==> src/rtl/mic_sample_ram_writer.sv <==
// mic_sample_ram_writer
// Packs pairs of 16-bit mic samples into 32-bit words and writes them to
// RAM port 2 as a two-half ping-pong buffer.  Each half raises a sticky
// ready flag (and irq) when full; software clears it with ack[i].
// Optional build macro: MIC_WRITER_OVERRUN_CNT_EN adds the overrun_count
// port and its saturating dropped-sample counter.
//
// state | meaning
// ------+---------------------------------------------------------------
// IDLE  | capture disabled, pointer and pack register cleared
// FILL  | packing samples and writing words at wptr
// DROP  | target half still owned by software; samples are discarded

module mic_sample_ram_writer #(
    parameter int ADDR_W   = 7,
    parameter int SAMPLE_W = 16
) (
    input  logic                  clk,
    input  logic                  reset,
    input  logic                  enable,
    input  logic [SAMPLE_W-1:0]   snk_data,
    input  logic                  snk_valid,
    output logic                  snk_ready,
    output logic [ADDR_W-1:0]     address2,
    output logic                  chipselect2,
    output logic                  write2,
    output logic [3:0]            byteenable2,
    output logic [2*SAMPLE_W-1:0] writedata2,
    output logic                  clken2,
    output logic [1:0]            half_ready,
    input  logic [1:0]            ack,
    output logic                  irq
`ifdef MIC_WRITER_OVERRUN_CNT_EN
    ,
    output logic [15:0]           overrun_count
`endif
);

    typedef enum logic [1:0] {IDLE, FILL, DROP} state_t;

    state_t                state, state_nxt;
    logic                  phase, phase_nxt;
    logic [SAMPLE_W-1:0]   low_sample, low_nxt;
    logic [ADDR_W-1:0]     wptr, wptr_nxt;
    logic                  drop_half, drop_half_nxt;
    logic                  write_nxt;
    logic [ADDR_W-1:0]     addr_nxt;
    logic [2*SAMPLE_W-1:0] wdata_nxt;
    logic [1:0]            set_hr;
    logic [1:0]            hr_after_ack;
    logic                  accept;
    logic                  resume;
    logic                  next_half;

    assign snk_ready    = enable && (state != IDLE);
    assign accept       = snk_valid && snk_ready;
    assign hr_after_ack = half_ready & ~ack;
    assign resume       = !half_ready[drop_half] && !phase;
    assign next_half    = ~wptr[ADDR_W-1];
    assign chipselect2  = write2;
    assign byteenable2  = 4'hF;
    assign clken2       = 1'b1;
    assign irq          = |half_ready;

    // Next-state, packing and RAM-write decisions
    always_comb begin
        state_nxt     = state;
        phase_nxt     = phase;
        low_nxt       = low_sample;
        wptr_nxt      = wptr;
        drop_half_nxt = drop_half;
        write_nxt     = 1'b0;
        addr_nxt      = address2;
        wdata_nxt     = writedata2;
        set_hr        = 2'b00;
        case (state)
            IDLE: begin
                phase_nxt = 1'b0;
                wptr_nxt  = '0;
                low_nxt   = '0;
                if (enable) begin
                    if (half_ready[0]) begin
                        state_nxt     = DROP;
                        drop_half_nxt = 1'b0;
                    end else begin
                        state_nxt = FILL;
                    end
                end
            end
            FILL: begin
                if (!enable) begin
                    state_nxt = IDLE;
                    phase_nxt = 1'b0;
                end else if (accept) begin
                    if (!phase) begin
                        low_nxt   = snk_data;
                        phase_nxt = 1'b1;
                    end else begin
                        write_nxt = 1'b1;
                        addr_nxt  = wptr;
                        wdata_nxt = {snk_data, low_sample};
                        wptr_nxt  = wptr + ADDR_W'(1);
                        phase_nxt = 1'b0;
                        // Last word of a half: flag it and check the next half is free
                        if (&wptr[ADDR_W-2:0]) begin
                            set_hr[wptr[ADDR_W-1]] = 1'b1;
                            if (hr_after_ack[next_half]) begin
                                state_nxt     = DROP;
                                drop_half_nxt = next_half;
                            end
                        end
                    end
                end
            end
            DROP: begin
                if (!enable) begin
                    state_nxt = IDLE;
                    phase_nxt = 1'b0;
                end else if (resume) begin
                    // Half released on a pair boundary: this sample starts a new word
                    state_nxt = FILL;
                    wptr_nxt  = {drop_half, {(ADDR_W-1){1'b0}}};
                    if (accept) begin
                        low_nxt   = snk_data;
                        phase_nxt = 1'b1;
                    end
                end else if (accept) begin
                    phase_nxt = ~phase;
                end
            end
            default: state_nxt = IDLE;
        endcase
    end

    // State and registered RAM-port outputs
    always_ff @(posedge clk) begin
        if (reset) begin
            state      <= IDLE;
            phase      <= 1'b0;
            low_sample <= '0;
            wptr       <= '0;
            drop_half  <= 1'b0;
            half_ready <= 2'b00;
            write2     <= 1'b0;
            address2   <= '0;
            writedata2 <= '0;
        end else begin
            state      <= state_nxt;
            phase      <= phase_nxt;
            low_sample <= low_nxt;
            wptr       <= wptr_nxt;
            drop_half  <= drop_half_nxt;
            half_ready <= hr_after_ack | set_hr;
            write2     <= write_nxt;
            address2   <= addr_nxt;
            writedata2 <= wdata_nxt;
        end
    end

`ifdef MIC_WRITER_OVERRUN_CNT_EN
    logic drop_sample;
    assign drop_sample = (state == DROP) && accept && !resume;

    // Saturating count of discarded samples; held across enable changes
    always_ff @(posedge clk) begin
        if (reset) begin
            overrun_count <= '0;
        end else if (drop_sample && (overrun_count != 16'hFFFF)) begin
            overrun_count <= overrun_count + 16'd1;
        end
    end
`endif

endmodule

==> config.mk <==
export PLATFORM = sky130hd
export DESIGN_NAME = mic_sample_ram_writer
export DESIGN_NICKNAME = d
export VERILOG_FILES = /design/src/rtl/mic_sample_ram_writer.sv
export SDC_FILE = /design/constraint.sdc
export NUM_CORES = 1
export LEC_CHECK = 0
export CORE_MARGIN = 2
export CORE_UTILIZATION = 44
export CTS_CLUSTER_DIAMETER = 200
export DETAILED_ROUTE_END_ITERATION = 8
export MAX_ROUTING_LAYER = met4
export PLACE_DENSITY = 0.72
export SLEW_MARGIN = 5
export SYNTH_ARGS = -nofsm -noshare
export SYNTH_HDL_FRONTEND = slang
export SYNTH_SLANG_ARGS = --single-unit
==> constraint.sdc <==
create_clock -name clk -period 2.2 [get_ports clk]
set_clock_uncertainty 0.05 [all_clocks]
set_input_delay 0.22 -clock clk [delete_from_list [all_inputs] [get_ports clk]]
set_output_delay 0.22 -clock clk [all_outputs]
set_load 0.01 [all_outputs]
## After elaboration in Yosys (flattened, before gate mapping)

Index checks and enable logic that the tools add are counted.

- Logic and storage cells: 111
- Bits of input ports: 22
- Latch bits: 0
- Output and inout port bits: 50
- Memories: 0
- Memory bits (read-only): 0
- Register bits: 69
- Bits in writable memories: 0

- Div/mod/pow operators: 0
- Multiplexer cells: 51
- Reductions and logical operators: 19
- Order comparisons: 4
- Equal/unequal tests: 19
- Multipliers: 0
- Shift operators: 0
- Add/sub/neg operators: 1
- Bitwise gates (word level): 8

Operators with widths:

| operator | number |
|---|---|
| 16-bit two-way mux | 6 |
| 16-bit case mux with 3 select lines | 1 |
| 7-bit two-way mux | 5 |
| 2-bit two-way mux | 14 |
| 2-bit inequality test, second input constant | 11 |
| 7-bit case mux with 3 select lines | 1 |
| 1-bit two-way mux | 20 |
| 3-bit inequality test, second input constant | 6 |
| 6-bit AND reduction | 3 |
| 8-bit AND reduction | 1 |
| 7-bit by 1-bit adder with 7-bit output, second input constant | 1 |
| 7-bit AND reduction | 1 |
| 1-bit by 2-bit < comparator with 1-bit output, second input constant | 3 |
| 2-bit case mux with 3 select lines | 1 |
| 1-bit NOT | 5 |
| 1-bit logical AND | 4 |
| 4-bit AND reduction | 1 |
| 2-bit nonzero test | 2 |
| 4-bit OR reduction | 1 |
| 1-bit case mux with 3 select lines | 1 |
| 3-bit AND reduction | 1 |
| 3-bit nonzero test | 1 |
| 2-bit bitwise AND | 1 |
| 2-bit by 1-bit equality test with 1-bit output, second input constant | 1 |
| 9 further kinds | 10 |

## Logic depth before layout (Yosys ltp)

Gate-level depths: netlist of run 1.

- Depth after elaboration: 10
- Gate-level depth with buffers: 8
- Gate-level depth less buffers: 6

## Least setup slack after synthesis of run 1

No wires, ideal clock.

- Kind: flip-flop to flip-flop
- From: reg state[0]
- To: reg low_sample[0]
- Path slack: 300 ps
- Arrival time: 1718 ps
- Buffers on the path: 2
- Required time: 2018 ps
- Cell stages (with the launch flop): 8
- Library setup time: 132 ps
- Period minus slack after synthesis: 1900 ps
- Cell sequence: dfxtp_1 > ha_1 > buf_2 > or3b_4 > o31a_1 > buf_2 > o21ai_1 > a21oi_1

- Longest elaborated chain between the ends: 5
- Elaborated cells between the ends (all ways): 15
- Those cells by class: 8 x eq/ne; 1 x mux; 6 x reduce/logical

Ends and longest elaborated chain:

| element | line | text |
|---|---|---|
| from (decl) | 41 | `state_t state, state_nxt;` |
| from (signal assigned) | 148 | `state <= state_nxt;` |
| 2-bit nonzero test | 55 | `assign snk_ready = enable && (state != IDLE);` |
| 1-bit logical AND | 55 |  |
| 1-bit logical AND | 56 | `assign accept = snk_valid && snk_ready;` |
| 2-bit inequality test (no line) | n/a |  |
| 7-bit AND reduction (no line) | n/a |  |
| to (signal assigned) | 150 | `low_sample <= low_nxt;` |
| to (decl) | 43 | `logic [SAMPLE_W-1:0] low_sample, low_nxt;` |

Several ways; a longest one is shown, not always the timed one.
A chain may end at the register's enable or synchronous reset.

## Worst setup path after layout of run 1

- From: reg state[1]
- To: reg wptr[4]

- Longest elaborated chain between the ends: 5
- Elaborated cells between the ends (all ways): 14
- Those cells by class: 7 x eq/ne; 1 x mux; 6 x reduce/logical

Ends and longest elaborated chain:

| element | line | text |
|---|---|---|
| 2-bit nonzero test | 55 |  |
| 1-bit logical AND | 55 |  |
| 1-bit logical AND | 56 |  |
| 2-bit inequality test (no line) | n/a |  |
| 6-bit AND reduction (no line) | n/a |  |
| to (signal assigned) | 151 | `wptr <= wptr_nxt;` |
| to (decl) | 44 | `logic [ADDR_W-1:0] wptr, wptr_nxt;` |

Several ways; a longest one is shown, not always the timed one.

==> results.py, run 1 <==
metrics = {
    "synth": {
        "synth_seq_cells": 69,
        "netlist.area_leader.share": 0.468,
        "syn-cell-area_um2": 2950,
        "yosysSeqAreaShare": 0.468,
        "syn_inst": 363,
        "synth_ff_type": "dfxtp_1",
        "synth_area_leaders": "dfxtp_1 (47%), nand2_1 (11%), a21oi_1 (11%)",
        "yosysMostFrequentCell": "nand2_1",
        "netlist.top_cell.by_area": "dfxtp_1",
        "yosysWarningCount": 0,
        "synth_commonest_cells": "nand2_1 (89), dfxtp_1 (69), a21oi_1 (64)",
        "synth.distinct_cells": 48,
        "synthArstFlopShare": 0,
        "synth_edf_count": 0,
        "syn_avg_cell_area_um2": 8.13,
    },
    "route": {
        "drc": 0,
        "vias": 2707,
        "viasPerCell": 5.37,
        "drt_wl_total_mm": 7.10,
        "dr.pass1.iters": 4,
        "drtIter0Drc": 221,
        "wl_per_cell_um": 14.1,
        "ant_nets": 0,
    },
    "critical_path": {
        "end_kind": "flop",
        "r2r-start": "state[1]$_SDFFE_PP0P_",
        "r2r_slack_ns": 0.20,
        "required_ns": 2.39,
        "critPathKind": "reg -> reg",
        "crit_path_max_fanout": 12,
        "rr_endpoint": "wptr[4]$_SDFFE_PP0P_",
        "worstRegToRegCells": 6,
        "cp.arrival_ns": 2.19,
        "startpoint_type": "flop",
    },
    "placement": {
        "dp_slack_ns": 0.0881,
        "routabilityCongestion": 0.896,
        "place_hpwl_mm": 4.85,
        "io_buffers": 66,
    },
    "timing": {
        "slew_headroom": 0.576,
        "rsz0062_at_grt": "no",
        "fmax_ghz": 0.500,
        "drv_slew": 0,
        "fin_ws_ns": 0.198,
        "final_hold_viol_count": 0,
        "worst_pin_slew_ns": 0.635,
        "period_share": 0.910,
        "setup_viol": 0,
        "period_needed_ns": 2.00,
        "setup_tns_ns": 0,
    },
    "clocking": {
        "clock_latency_ns": 0.33,
        "cts_tree": "yes",
        "cts_buffer_depth": 2,
        "htreeDepth": 3,
        "cts.sinks": 69,
        "path_clk_slew_ns": 0.07,
        "cts_buffers": 9,
        "clock-root-buffer": "clkbuf_8",
        "post_cts_buffers": 0,
        "cts_resized": 0,
        "ctsHoldBuffers": 0,
    },
    "finish": {
        "drive_gt1_frac": 0.0820,
        "finalCoreUtilization": 0.597,
        "num_antenna_cells": 0,
        "area_delta_synth_final_pct": 29.8,
        "fin_nets": 449,
    },
    "global_routing": {
        "grt-ovfl-total": 0,
        "grt_pass1_vias": 2460,
        "grt_pass1_wl_mm": 11.8,
        "grt_max_degree": 42,
        "gr-usage-all-layers": 0.206,
        "antenna_found_initial": 0,
    },
    "power_and_ir_drop": {
        "power.share.switching": 0.314,
        "finalPower_mw": 3.00,
        "pwr-share-comb": 0.225,
        "cellPowerDensity_nw_per_um2": 782,
        "ir_drop_mv": 0.366,
        "power.switching_mw": 0.942,
        "power_frac_seq": 0.458,
        "p_int_mw": 2.05,
        "clkPwrFrac": 0.317,
        "p_leak_nw": 1.28,
    },
    "min_path": {
        "holdPathEnd": "phase$_SDFFE_PP0P_",
        "hold_class": "in -> reg",
        "min_from": "reset",
        "hold_depth": 2,
    },
    "floorplanning": {
        "start_util": 0.460,
        "die_w_um": 85.9,
        "fp.dieH_um": 85.9,
        "ioPinCount": 72,
        "design.core.area_um2": 6420,
        "die_area_um2": 7380,
        "row_count": 29,
    },
    "outcome": {
        "status": "finished clean",
    },
    "run": {
        "maxCapViolCount": 0,
    },
}
[power by group through the flow]
stage / Clock (mW) / Sequential (mW) / Combinational [mW]
floorplan: 0 / 1.38 / 0.500
global placement: 0 / 1.40 / 0.665
detailed placement: 0 / 1.40 / 0.664
CTS: 0.972 / 1.37 / 0.664
global route: 1.04 / 1.38 / 0.751
finish: 0.950 / 1.37 / 0.674
[kinds of logic after synthesis]
group                    share of synthesized area
AO/OA/AOI/OAI                                0.210
adder cells (fa/ha/maj)                     0.0212
buffers and inverters                       0.0678
other                                      0.00127
AND/OR/NAND/NOR                              0.222
multiplexers                                0.0106
flip-flops                                   0.468
[registers in the layout, indices dropped and copies added (netlist names)]
signal       count
address2         7
chipselect2      1
drop_half        1
half_ready       2
low_sample      16
phase            1
state            2
wptr             7
writedata2      32
[through the flow]
stage / std cells / cell area (µm²) / hold slack, ns
4_1_cts: 504 / 3830 / 0.109
3_3_place_gp: 488 / 3640 / 0.390
6_report: 504 / 3830 / 0.126
3_5_place_dp: 488 / 3640 / 0.393
2_1_floorplan: 367 / 2970 / 0.306
5_1_grt: 504 / 3830 / 0.150
[metal layers]
layer / part of all wire / track usage
met5: 0 / -
met4: 0.013 / 0.0779
met3: 0.058 / 0.0337
met2: 0.45 / 0.296
met1: 0.48 / 0.290
[worst max path at each step]
stage / from / slack, ns / endpoint
3_3_place_gp: enable / 0.11 / low_sample[12]$_SDFFE_PP0P_
6_report: state[1]$_SDFFE_PP0P_ / 0.20 / wptr[4]$_SDFFE_PP0P_
2_1_floorplan: state[0]$_SDFFE_PP0P_ / 0.30 / low_sample[0]$_SDFFE_PP0P_
4_1_cts: state[0]$_SDFFE_PP0P_ / 0.12 / snk_ready
5_1_grt: state[1]$_SDFFE_PP0P_ / 0.02 / wptr[4]$_SDFFE_PP0P_
3_5_place_dp: enable / 0.09 / low_sample[14]$_SDFFE_PP0P_
[final cells by class]
type                       instances  area, µm²
sequential                        69       1380
multi-input combinational        258       1390
clock inverter                     5       33.8
clock buffer                      11        151
fill                             582       2590
timing repair buffer              78        758
inverter                           6       22.5
tap                               77       96.3
[cells in the final DEF (no fill, tap or decap), types with 2 or more instances in the layout]
cell type | Yosys | routed
nand2_1 | 89 | 89
dfxtp_1 | 69 | 69
clkdlybuf4s50_1 | 0 | 65
a21oi_1 | 64 | 64
nand4_1 | 17 | 17
o21ai_1 | 16 | 16
clkbuf_8 | 0 | 11
buf_4 | 6 | 11
inv_1 | 6 | 6
a311oi_1 | 6 | 6
nand3_1 | 5 | 5
nor2_1 | 5 | 5
o21ai_0 | 5 | 5
conb_1 | 1 | 5
nand2b_1 | 4 | 4
ha_1 | 5 | 4
nor2b_1 | 2 | 2
nand3b_1 | 2 | 2
and3_1 | 2 | 2
or3_1 | 2 | 2
mux2i_1 | 2 | 2
and2_1 | 2 | 2
a41oi_1 | 2 | 2
clkinvlp_4 | 0 | 2
clkinv_2 | 0 | 2
[worst max-delay path, stage by stage (launching register included)]
cell and delay (ns):
dfxtp_1 0.34, inv_1 0.09, ha_1 0.36, and2_1 0.33, and4_1 0.31, a41oi_1 0.14, a311oi_1 0.28
No activity file was read; power rests on OpenSTA's default activity.
==> run 2, diff against run 1 <==
--- a/config.mk
+++ b/config.mk
@@ -5,12 +5,13 @@
 export SDC_FILE = /design/constraint.sdc
 export NUM_CORES = 1
 export LEC_CHECK = 0
+export ABC_AREA = 1
 export CORE_MARGIN = 2
 export CORE_UTILIZATION = 44
 export CTS_CLUSTER_DIAMETER = 200
 export DETAILED_ROUTE_END_ITERATION = 8
 export MAX_ROUTING_LAYER = met4
-export PLACE_DENSITY = 0.72
+export PLACE_DENSITY = 0.76
 export SLEW_MARGIN = 5
 export SYNTH_ARGS = -nofsm -noshare
 export SYNTH_HDL_FRONTEND = slang
==> run 2 against run 1 <==
Sequential power grew 8%. Power grew 46%. Highest routed layer unchanged. Sequential cell count is the same. Register-to-register slack gained 0.14 ns. Worst setup slack gained 0.044 ns. Fmax grew 2.3%. Utilization shrank 1.4 points. Count of clock-buffer cells in the layout shrank 1. Global-route usage shrank 0.89 points. Cell count grew 12%. Sequential share of layout area shrank 0.56 points.
==> results.py, run 2 <==
metrics = {
    "outcome": {
        "status": "finished clean",
    },
    "min_path": {
        "min_from": "wptr[5]$_SDFFE_PP0P_",
        "hold_class": "reg -> reg",
        "hold_depth": 2,
        "holdPathEnd": "address2[5]$_SDFFE_PP0P_",
    },
    "critical_path": {
        "crit_family": "buffers and inverters",
        "startpoint_type": "flop",
        "critPathBufInv": 2,
        "end_kind": "primary output",
        "slowest_stage": "clkdlybuf4s50_1",
        "crit_path_max_fanout": 3,
        "worstRegToRegCells": 10,
        "r2r_slack_ns": 0.34,
        "worstPathCellList": "inv_1 -> ha_1 -> nor2_1 -> clkdlybuf4s50_1",
        "critPathKind": "reg -> out",
        "critPathMaxStageDelay_ns": 0.54,
        "required_ns": 1.93,
        "cp.arrival_ns": 1.69,
        "rr_endpoint": "writedata2[6]$_SDFFE_PP0P_",
        "r2r-start": "state[0]$_SDFFE_PP0P_",
    },
    "route": {
        "vias": 2715,
        "met3_length_um": 251,
        "drtIter0Drc": 166,
        "viasPerCell": 4.83,
        "ant_nets": 0,
        "dr.max_layer_used": "met4",
        "drc": 0,
        "wl_per_cell_um": 12.2,
        "dr.pass1.iters": 4,
        "drt_wl_total_mm": 6.86,
        "wl_met2_mm": 3.06,
        "met1Wirelength_mm": 3.42,
    },
    "synth": {
        "yosysSeqAreaShare": 0.463,
        "synth_seq_cells": 69,
        "synth_area_leaders": "dfxtp_1 (46%), nor2_1 (15%), nand2_1 (10%)",
        "netlist.top_cell.by_area": "dfxtp_1",
        "syn-cell-area_um2": 2990,
        "synth_ff_type": "dfxtp_1",
        "syn_inst": 420,
        "synth_edf_count": 0,
        "synthArstFlopShare": 0,
        "yosysMostFrequentCell": "nor2_1",
        "syn_avg_cell_area_um2": 7.11,
        "yosysWarningCount": 0,
        "synth_commonest_cells": "nor2_1 (119), nand2_1 (81), dfxtp_1 (69)",
        "synth.distinct_cells": 28,
        "netlist.area_leader.share": 0.463,
    },
    "clocking": {
        "clock-root-buffer": "clkbuf_8",
        "cts_buffer_depth": 2,
        "post_cts_buffers": 0,
        "ctsHoldBuffers": 0,
        "cts_resized": 0,
        "htreeDepth": 3,
        "cts.sinks": 69,
        "clock_latency_ns": 0.34,
        "cts_tree": "yes",
        "cts_buffers": 9,
        "path_clk_slew_ns": 0.07,
    },
    "timing": {
        "final_hold_viol_count": 0,
        "drv_slew": 0,
        "setup_viol": 0,
        "fmax_ghz": 0.511,
        "period_needed_ns": 1.96,
        "period_share": 0.890,
        "setup_tns_ns": 0,
        "rsz0062_at_grt": "no",
    },
    "power_and_ir_drop": {
        "cellPowerDensity_nw_per_um2": 1130,
        "ir_drop_mv": 0.835,
        "p_leak_nw": 1.63,
    },
    "finish": {
        "fin_nets": 504,
        "stdcell_count": 562,
        "largest_register": "writedata2",
        "num_antenna_cells": 0,
        "drive_gt1_frac": 0.0664,
        "largest_reg_flops": 32,
        "final_cell_mix": "nor2_1 (119), nand2_1 (81), dfxtp_1 (69)",
        "area_delta_synth_final_pct": 30.4,
        "layout_commonest_cell": "nor2_1",
        "top_regs": "writedata2 x32, low_sample x16",
    },
    "placement": {
        "routabilityCongestion": 0.889,
        "io_buffers": 66,
        "place_hpwl_mm": 4.85,
        "dp_cells": 546,
    },
    "floorplanning": {
        "design.core.area_um2": 6680,
        "start_util": 0.447,
        "die_area_um2": 7460,
        "ioPinCount": 72,
        "row_count": 30,
        "fp.dieH_um": 86.4,
        "die_w_um": 86.4,
    },
    "run": {
        "maxCapViolCount": 0,
    },
    "global_routing": {
        "gr-usage-all-layers": 0.197,
        "grt-ovfl-total": 0,
        "grt_pass1_vias": 2415,
        "grt_max_degree": 58,
        "grt_pass1_wl_mm": 11.3,
        "antenna_found_initial": 0,
    },
}
[run 2: changes by cell type in the layout (fill, tap and decap cells not counted), sizes merged, moves of 8 or more]
cell / before / now
nor2: 5 / 121
a21oi: 64 / 21
o21ai: 21 / 46
inv: 7 / 26
nand4: 17 / 0
buf: 13 / 4
nand3: 5 / 13
[run 2: area by class of cell]
| type | instances | area [µm²] |
|---|---|---|
| Fill cell | 623 | 2790 |
| Sequential cell | 69 | 1380 |
| Multi-Input combinational cell | 302 | 1340 |
| Timing Repair Buffer | 70 | 716 |
| Clock inverter | 6 | 134 |
| Clock buffer | 10 | 128 |
| Tap cell | 80 | 100 |
| Inverter | 25 | 96.3 |
[run 2: stage by stage]
stage | total power [mW] | instance area, µm² | utilization | hold slack [ns] | worst slack [ns]
after floorplan | 2.86 | 3000 | - | 0.239 | 0.588
after global placement | 3.01 | 3630 | 0.543 | 0.406 | 0.213
after detailed placement | 3.05 | 3630 | 0.543 | 0.416 | 0.164
after CTS | 4.42 | 3890 | 0.583 | 0.432 | 0.205
after global routing | 4.74 | 3890 | 0.583 | 0.459 | 0.114
final | 4.38 | 3890 | 0.583 | 0.427 | 0.243
[run 2: kinds of logic (layout without fill, tap and decap cells)]
kind of cell,Yosys count,count (layout),share of synthesized area
flip-flops,69,69,0.463
other,1,5,0.00126
AO/OA/AOI/OAI,71,71,0.123
AND/OR/NAND/NOR,221,221,0.298
buffers and inverters,53,111,0.0943
adder cells (fa/ha/maj),5,5,0.0210
[run 2: power by group]
group / internal, mW / total [mW] / switching (mW)
sequential: 1.40 / 1.48 / 0.0802
clock: 0.870 / 1.36 / 0.485
combinational: 0.540 / 1.54 / 1.00
total: 2.81 / 4.38 / 1.57
[run 2: per-layer routing]
metal	up-vias	global-route usage
li1	1423	-
met1	1227	0.277
met2	55	0.277
met3	10	0.0324
met4	0	0.0895
met5	-	-
[run 2: tightest hold or removal path, stage by stage, from the launching register on]
cell	delay (ns)
dfxtp_1	0.31
inv_1	0.06
a21oi_1	0.05
[run 2: how the worst max path moves through the flow]
stage,from,endpoint,slack (ns),cells after the start
after detailed placement,enable,writedata2[6]$_SDFFE_PP0P_,0.16,8
after CTS,state[0]$_SDFFE_PP0P_,snk_ready,0.21,4
final,state[0]$_SDFFE_PP0P_,snk_ready,0.24,4
after global placement,enable,wptr[0]$_SDFFE_PP0P_,0.21,9
after floorplan,state[0]$_SDFFE_PP0P_,low_sample[0]$_SDFFE_PP0P_,0.59,13
after global routing,state[0]$_SDFFE_PP0P_,low_sample[14]$_SDFFE_PP0P_,0.11,11
